`config.mk`:
```
export PLATFORM = sky130hd
export DESIGN_NAME = timer_display
export DESIGN_NICKNAME = d
export VERILOG_FILES = /design/src/rtl/timer_display.sv
export SDC_FILE = /design/constraint.sdc
export NUM_CORES = 1
export LEC_CHECK = 0
export CORE_ASPECT_RATIO = 1.2
export CORE_MARGIN = 2
export CORE_UTILIZATION = 35
export CTS_BUF_LIST = sky130_fd_sc_hd__clkbuf_4 sky130_fd_sc_hd__clkbuf_8
export DETAILED_ROUTE_END_ITERATION = 8
export GPL_ROUTABILITY_DRIVEN = 0
export PLACE_DENSITY = 0.56
export SETUP_SLACK_MARGIN = 0.15
export SKIP_LAST_GASP = 1
export SYNTH_ARGS = -nofsm -noshare
export SYNTH_HDL_FRONTEND = slang
export SYNTH_SLANG_ARGS = --single-unit
```
`constraint.sdc`:
```
create_clock -name clk -period 2.81 [get_ports clk]
set_input_delay 0.281 -clock clk [delete_from_list [all_inputs] [get_ports clk]]
set_output_delay 0.281 -clock clk [all_outputs]
set_load 0.01 [all_outputs]
```
`src/rtl/timer_display.sv`:
```
// Display stage for the countdown timer: sequential double-dabble BCD conversion feeding a
// 4-digit multiplexed, active-low 7-segment display (MM.SS). Optional macro: LEADING_ZERO_BLANK_EN.
module timer_display #(
    parameter int SCAN_DIV   = 1,
    parameter int BLINK_HALF = 500
) (
    input  logic       clk,
    input  logic       rst_n,
    input  logic       tick_1k,
    input  logic [5:0] minutes,
    input  logic [5:0] seconds,
    input  logic       blink,
    output logic [3:0] an,
    output logic [6:0] seg,
    output logic       dp,
    output logic       conv_busy
);

    localparam int SCAN_W  = (SCAN_DIV > 1) ? $clog2(SCAN_DIV) : 1;
    localparam int BLINK_W = (BLINK_HALF > 1) ? $clog2(BLINK_HALF) : 1;
    localparam logic [SCAN_W-1:0]  SCAN_LAST  = SCAN_W'(SCAN_DIV - 1);
    localparam logic [BLINK_W-1:0] BLINK_LAST = BLINK_W'(BLINK_HALF - 1);

    typedef enum logic [1:0] {
        IDLE,
        LOAD,
        SHIFT,
        COMMIT
    } conv_state_t;

    conv_state_t state, state_n;

    logic [5:0]       min_shadow, sec_shadow;
    logic [13:0]      min_sr, sec_sr;
    logic [2:0]       iter_cnt;
    logic [3:0][3:0]  disp;
    logic             capture, load, shift_en, commit;

    logic [SCAN_W-1:0]  scan_cnt, scan_cnt_n;
    logic [1:0]         idx, idx_n;
    logic [BLINK_W-1:0] blink_cnt, blink_cnt_n;
    logic               blink_off, blink_off_n;
    logic [3:0]         digit;
    logic [3:0]         an_n;
    logic [6:0]         seg_n;
    logic               dp_n;

    // Shift register layout is {tens, ones, binary}; nibbles are adjusted before each shift.
    function automatic logic [13:0] dabble_step(input logic [13:0] sr);
        logic [3:0] tens;
        logic [3:0] ones;
        tens = sr[13:10];
        ones = sr[9:6];
        if (tens >= 4'd5) tens = tens + 4'd3;
        if (ones >= 4'd5) ones = ones + 4'd3;
        return {tens, ones, sr[5:0]} << 1;
    endfunction

    function automatic logic [6:0] seg_decode(input logic [3:0] d);
        logic [6:0] pattern;
        case (d)
            4'd0:    pattern = 7'b1000000;
            4'd1:    pattern = 7'b1111001;
            4'd2:    pattern = 7'b0100100;
            4'd3:    pattern = 7'b0110000;
            4'd4:    pattern = 7'b0011001;
            4'd5:    pattern = 7'b0010010;
            4'd6:    pattern = 7'b0000010;
            4'd7:    pattern = 7'b1111000;
            4'd8:    pattern = 7'b0000000;
            4'd9:    pattern = 7'b0010000;
            default: pattern = 7'h7F;
        endcase
        return pattern;
    endfunction

    always_ff @(posedge clk) begin
        if (!rst_n) begin
            state <= IDLE;
        end else begin
            state <= state_n;
        end
    end

    always_comb begin
        state_n  = state;
        capture  = 1'b0;
        load     = 1'b0;
        shift_en = 1'b0;
        commit   = 1'b0;
        case (state)
            IDLE: begin
                if (tick_1k) begin
                    capture = 1'b1;
                    state_n = LOAD;
                end
            end
            LOAD: begin
                load    = 1'b1;
                state_n = SHIFT;
            end
            SHIFT: begin
                shift_en = 1'b1;
                if (iter_cnt == 3'd5) state_n = COMMIT;
            end
            COMMIT: begin
                commit  = 1'b1;
                state_n = IDLE;
            end
            default: state_n = IDLE;
        endcase
    end

    // Minutes and seconds run through the same six iterations side by side.
    always_ff @(posedge clk) begin
        if (!rst_n) begin
            min_shadow <= '0;
            sec_shadow <= '0;
            min_sr     <= '0;
            sec_sr     <= '0;
            iter_cnt   <= '0;
            disp       <= '0;
            conv_busy  <= 1'b0;
        end else begin
            if (capture) begin
                min_shadow <= minutes;
                sec_shadow <= seconds;
            end
            if (load) begin
                min_sr   <= {8'd0, min_shadow};
                sec_sr   <= {8'd0, sec_shadow};
                iter_cnt <= '0;
            end
            if (shift_en) begin
                min_sr   <= dabble_step(min_sr);
                sec_sr   <= dabble_step(sec_sr);
                iter_cnt <= iter_cnt + 3'd1;
            end
            if (commit) begin
                disp <= {min_sr[13:10], min_sr[9:6], sec_sr[13:10], sec_sr[9:6]};
            end
            conv_busy <= (state_n != IDLE);
        end
    end

    always_comb begin
        scan_cnt_n = scan_cnt;
        idx_n      = idx;
        if (tick_1k) begin
            if (scan_cnt == SCAN_LAST) begin
                scan_cnt_n = '0;
                idx_n      = idx + 2'd1;
            end else begin
                scan_cnt_n = scan_cnt + SCAN_W'(1);
            end
        end
    end

    always_comb begin
        blink_cnt_n = blink_cnt;
        blink_off_n = blink_off;
        if (!blink) begin
            blink_cnt_n = '0;
            blink_off_n = 1'b0;
        end else if (tick_1k) begin
            if (blink_cnt == BLINK_LAST) begin
                blink_cnt_n = '0;
                blink_off_n = ~blink_off;
            end else begin
                blink_cnt_n = blink_cnt + BLINK_W'(1);
            end
        end
    end

    // Outputs are built from next-state index/phase; disp is read pre-commit on a shared edge.
    always_comb begin
        digit = disp[idx_n];
        seg_n = seg_decode(digit);
`ifdef LEADING_ZERO_BLANK_EN
        if ((idx_n == 2'd3) && (digit == 4'd0)) seg_n = 7'h7F;
`endif
        an_n = blink_off_n ? 4'hF : ~(4'b0001 << idx_n);
        dp_n = (idx_n != 2'd2);
    end

    always_ff @(posedge clk) begin
        if (!rst_n) begin
            scan_cnt  <= '0;
            idx       <= '0;
            blink_cnt <= '0;
            blink_off <= 1'b0;
            an        <= 4'hF;
            seg       <= 7'h7F;
            dp        <= 1'b1;
        end else begin
            scan_cnt  <= scan_cnt_n;
            idx       <= idx_n;
            blink_cnt <= blink_cnt_n;
            blink_off <= blink_off_n;
            an        <= an_n;
            seg       <= seg_n;
            dp        <= dp_n;
        end
    end

endmodule

```
==> summary.md <==
| Metric | Value |
|---|---|
| Status | complete, no violations |
| Top cell type's share of synthesized area | 43.34% |
| Largest net degree at the start of global routing | 40 |
| HP Start | rst_n |
| Pwr dens | 557.5 mW/mm² |
| Flop pwr share | 51.6% |
| Average size of a mapped cell | 9.282 µm² |
| Fmax | 437.5 MHz |
| Sequential fraction of the synthesis area | 43.34% |
| HP Class | in -> reg |
| Met3 usage in global routing | 2.948% |
| Die W | 101.3 µm |
| IO Pins | 29 |
| CP max stage cell | mux4_2 |
| Die area | 0.01222 mm² |
| Worst flop-to-flop path startpoint | idx[0] |
| Dpl hpwl | 5.584 mm |
| Top Family by Delay on Critical Path | multiplexers |
| Grt total ovfl | 0 |
| Post-Place Cells | 574 |
| Site Rows | 42 |
| Ys flop type | dfxtp_1 |
| RSZ-0062 raised after global routing | false |
| TritonCTS Buffers | 9 |
| Cell internal pwr | 0.001893 W |
| Syn_nets | 465 |
| Antenna cells | 0 |
| CP endpoint kind | register |
| Yosys Warn Count | 0 |
| Net Sw Frac | 26.00% |
| Top-count cell post-synth | dfxtp_1 |
| Post-CTS setup buffers | 0 |
| Final Slew Violations | 0 |
| Clock Sinks | 86 |
| Tightest Pin Transition | 0.6933 ns |
| Number of synthesized flops with an enable pin | 0 |
| P_leak | 1.711 nW |
| Worst-path clk slew | 0.08 ns |
| Final hold violation count | 0 |
| Via count | 2907 |
| Drt pass-1 iters | 6 |
| Post-DRT Antenna Nets | 0 |
| CP peak stage delay | 0.66 ns |
| Synth Cell Area | 0.003973 mm² |
| Async SR Flop Fraction | 0% |
| Sum of routed wire length over all layers | 7.908 mm |
| Post-synth cell types | 44 |
| Setup-failing EPs final | 0 |
| Synth area leaders | dfxtp_1 (43%), ha_1 (6.6%), mux2i_1 (6.0%) |
| Synth cell count leaders | dfxtp_1 (86), nand2_1 (60), nor2b_1 (27) |
| Buf/Inv on CP | 2 |
| Worst-path fanout max | 7 |
| Starting density of the core | 36.00% |
| Synth-to-layout area growth | 15.50% |
| Final min period | 2.286 ns |
| Yosys reg bits | 86 |
| Net count, final | 490 |
| Clock Skew | 0.01201 ns |
| Max_slew headroom | 53.78% |
| Worst-Skew Late Latency | 0.36 ns |
| Initial antenna violation count | 0 |
| Net Switching | 0.0006651 W |
| Setup WS post-layout | 0.5244 ns |
| Post-Layout Cell Count | 590 |
| Resized Gates After CTS | 0 |
| Setup_tns | 0 ns |
| CTS tree | yes |
| Port Buf Inserts | 28 |
| Clock tree buffer depth | 2 |
| WL/cell | 13.40 µm |
| GRT busiest layer | met2 |
| 1st-iter DRT viols | 114 |
| Peak supply drop | 0.0002006 V |
| Mapped Cells | 428 |
| Worst Path Required | 3.10 ns |
| Combinational power share | 13.6% |
| Reg2reg end | seg[3] |
| MaxCap Viol Count | 0 |
| Worst r2r path cells | 6 |
| Share of cells above drive strength 1 | 6.987% |
| # hold bufs at CTS | 0 |
| CP Cell Sequence | clkdlybuf4s50_1, xnor2_2, mux4_2, inv_1, ha_1, nand2b_1, a31oi_1 |
| Flop2flop setup slack | 0.57 ns |
| Met2 GRT Util | 24.59% |
| Drc violations | 0 |
| Vias/cell | 4.927 |
| Crit start category | primary input |
| Yosys top cell by area | dfxtp_1 |
| Arrival time at the worst endpoint | 2.57 ns |
| First-pass GRT wire length | 13.67 mm |
| Root Buffer | clkbuf_8 |
| Hold Path Sink | dp |
| H-tree levels | 3 |
| Worst hold stages | 2 |
| Clock share of power | 34.8% |
| Pre-CTS setup slack | 0.1325 ns |
| Worst setup path class | in -> reg |
| Vias in the first global route | 2976 |
| Core box area | 0.01104 mm² |
| Chip height | 120.7 µm |
| Overall routing resource usage | 14.05% |
| Fin crit share | 81.34% |
| Met1 Resource Use GR | 16.54% |
| Final Power | 0.002558 W |
| Fillers | 1111 |
per-stage QoR:
step	cell area, µm²	hold WS, ns	util (%)
global placement	4384	0.4560	39.73
finish	4588	0.4536	41.58
detailed placement	4384	0.4593	39.73
floorplan	3973	0.4177	-
global route	4588	0.4686	41.58
CTS	4588	0.4329	41.58
layout by cell type, fill, tap and decap left out, types with 7 or more instances in the layout:
cell and count:
a21boi_0 13, inv_1 23, xnor2_1 7, nand3_1 7, buf_4 9, nand2b_1 7
o211a_1 10, dfxtp_1 86, o21ai_0 7, a21oi_1 9, clkdlybuf4s50_1 27, and2_1 13
xor2_1 8, o211ai_1 10, clkbuf_8 10, nor2b_1 27, mux2i_1 24, nor2_1 17
ha_1 21, nand2_1 60
how the worst max path moves through the flow:
stage,depth (start not counted),slack [ns],start,endpoint
6_report,7,0.52,tick_1k,seg[3]
5_1_grt,8,0.40,tick_1k,seg[4]
4_1_cts,7,0.51,tick_1k,seg[3]
3_5_place_dp,7,0.13,tick_1k,seg[3]
3_3_place_gp,7,0.18,tick_1k,seg[3]
2_1_floorplan,7,0.75,idx[0],seg[3]
worst reg2reg max path, stage by stage (launching register included):
cell	delay, ns
dfxtp_1	0.39
xnor2_2	0.43
mux4_2	0.66
inv_1	0.14
ha_1	0.25
nand2b_1	0.14
a31oi_1	0.16
area by class of cell:
class                   instances  area [µm²]  area share [%]
well taps                     132       165.2           3.600
clock inverters                 5       58.81           1.282
clock buffers                  11       145.1           3.163
flip-flops and latches         86        1722           37.52
repair buffers                 37       342.8           7.472
inverters                      23       86.33           1.882
multi-input cells             296        2068           45.08
flip-flops by register name (all words and copies together) (netlist names):
signal	count
idx	2
iter_cnt	3
blink_off	1
sec_sr	14
min_shadow	6
sec_shadow	6
conv_busy	1
blink_cnt	9
seg	7
an	4
disp	16
state	2
min_sr	14
dp	1
per-layer routing:
| layer | part of all wire, % | wire (µm) |
|---|---|---|
| met5 | 0 | 0 |
| met1 | 47 | 3716 |
| met3 | 2.1 | 164 |
| met2 | 49 | 3886 |
| met4 | 1.8 | 140 |
power by group through the flow:
stage,clock network (W),registers [W],logic [W]
after floorplan,0,0.00135,0.000216
after global placement,0,0.00135,0.000348
after detailed placement,0,0.00135,0.000352
after CTS,0.000921,0.00132,0.000353
after global routing,0.000980,0.00133,0.000388
final,0.000891,0.00132,0.000347
kinds of logic (layout without fill, tap and decap cells):
kind of cell	after synthesis	after routing	share of synthesized area, %
and+or+nand+nor	150	150	18.96
DFF	86	86	43.34
AOI/OAI and AO/OA	81	81	14.74
buffers and inverters	46	76	4.598
muxes	28	28	8.031
adders and majority gates	21	21	6.614
xor gates and xnor gates	16	16	3.717
Power figures use the tool's default switching activity.
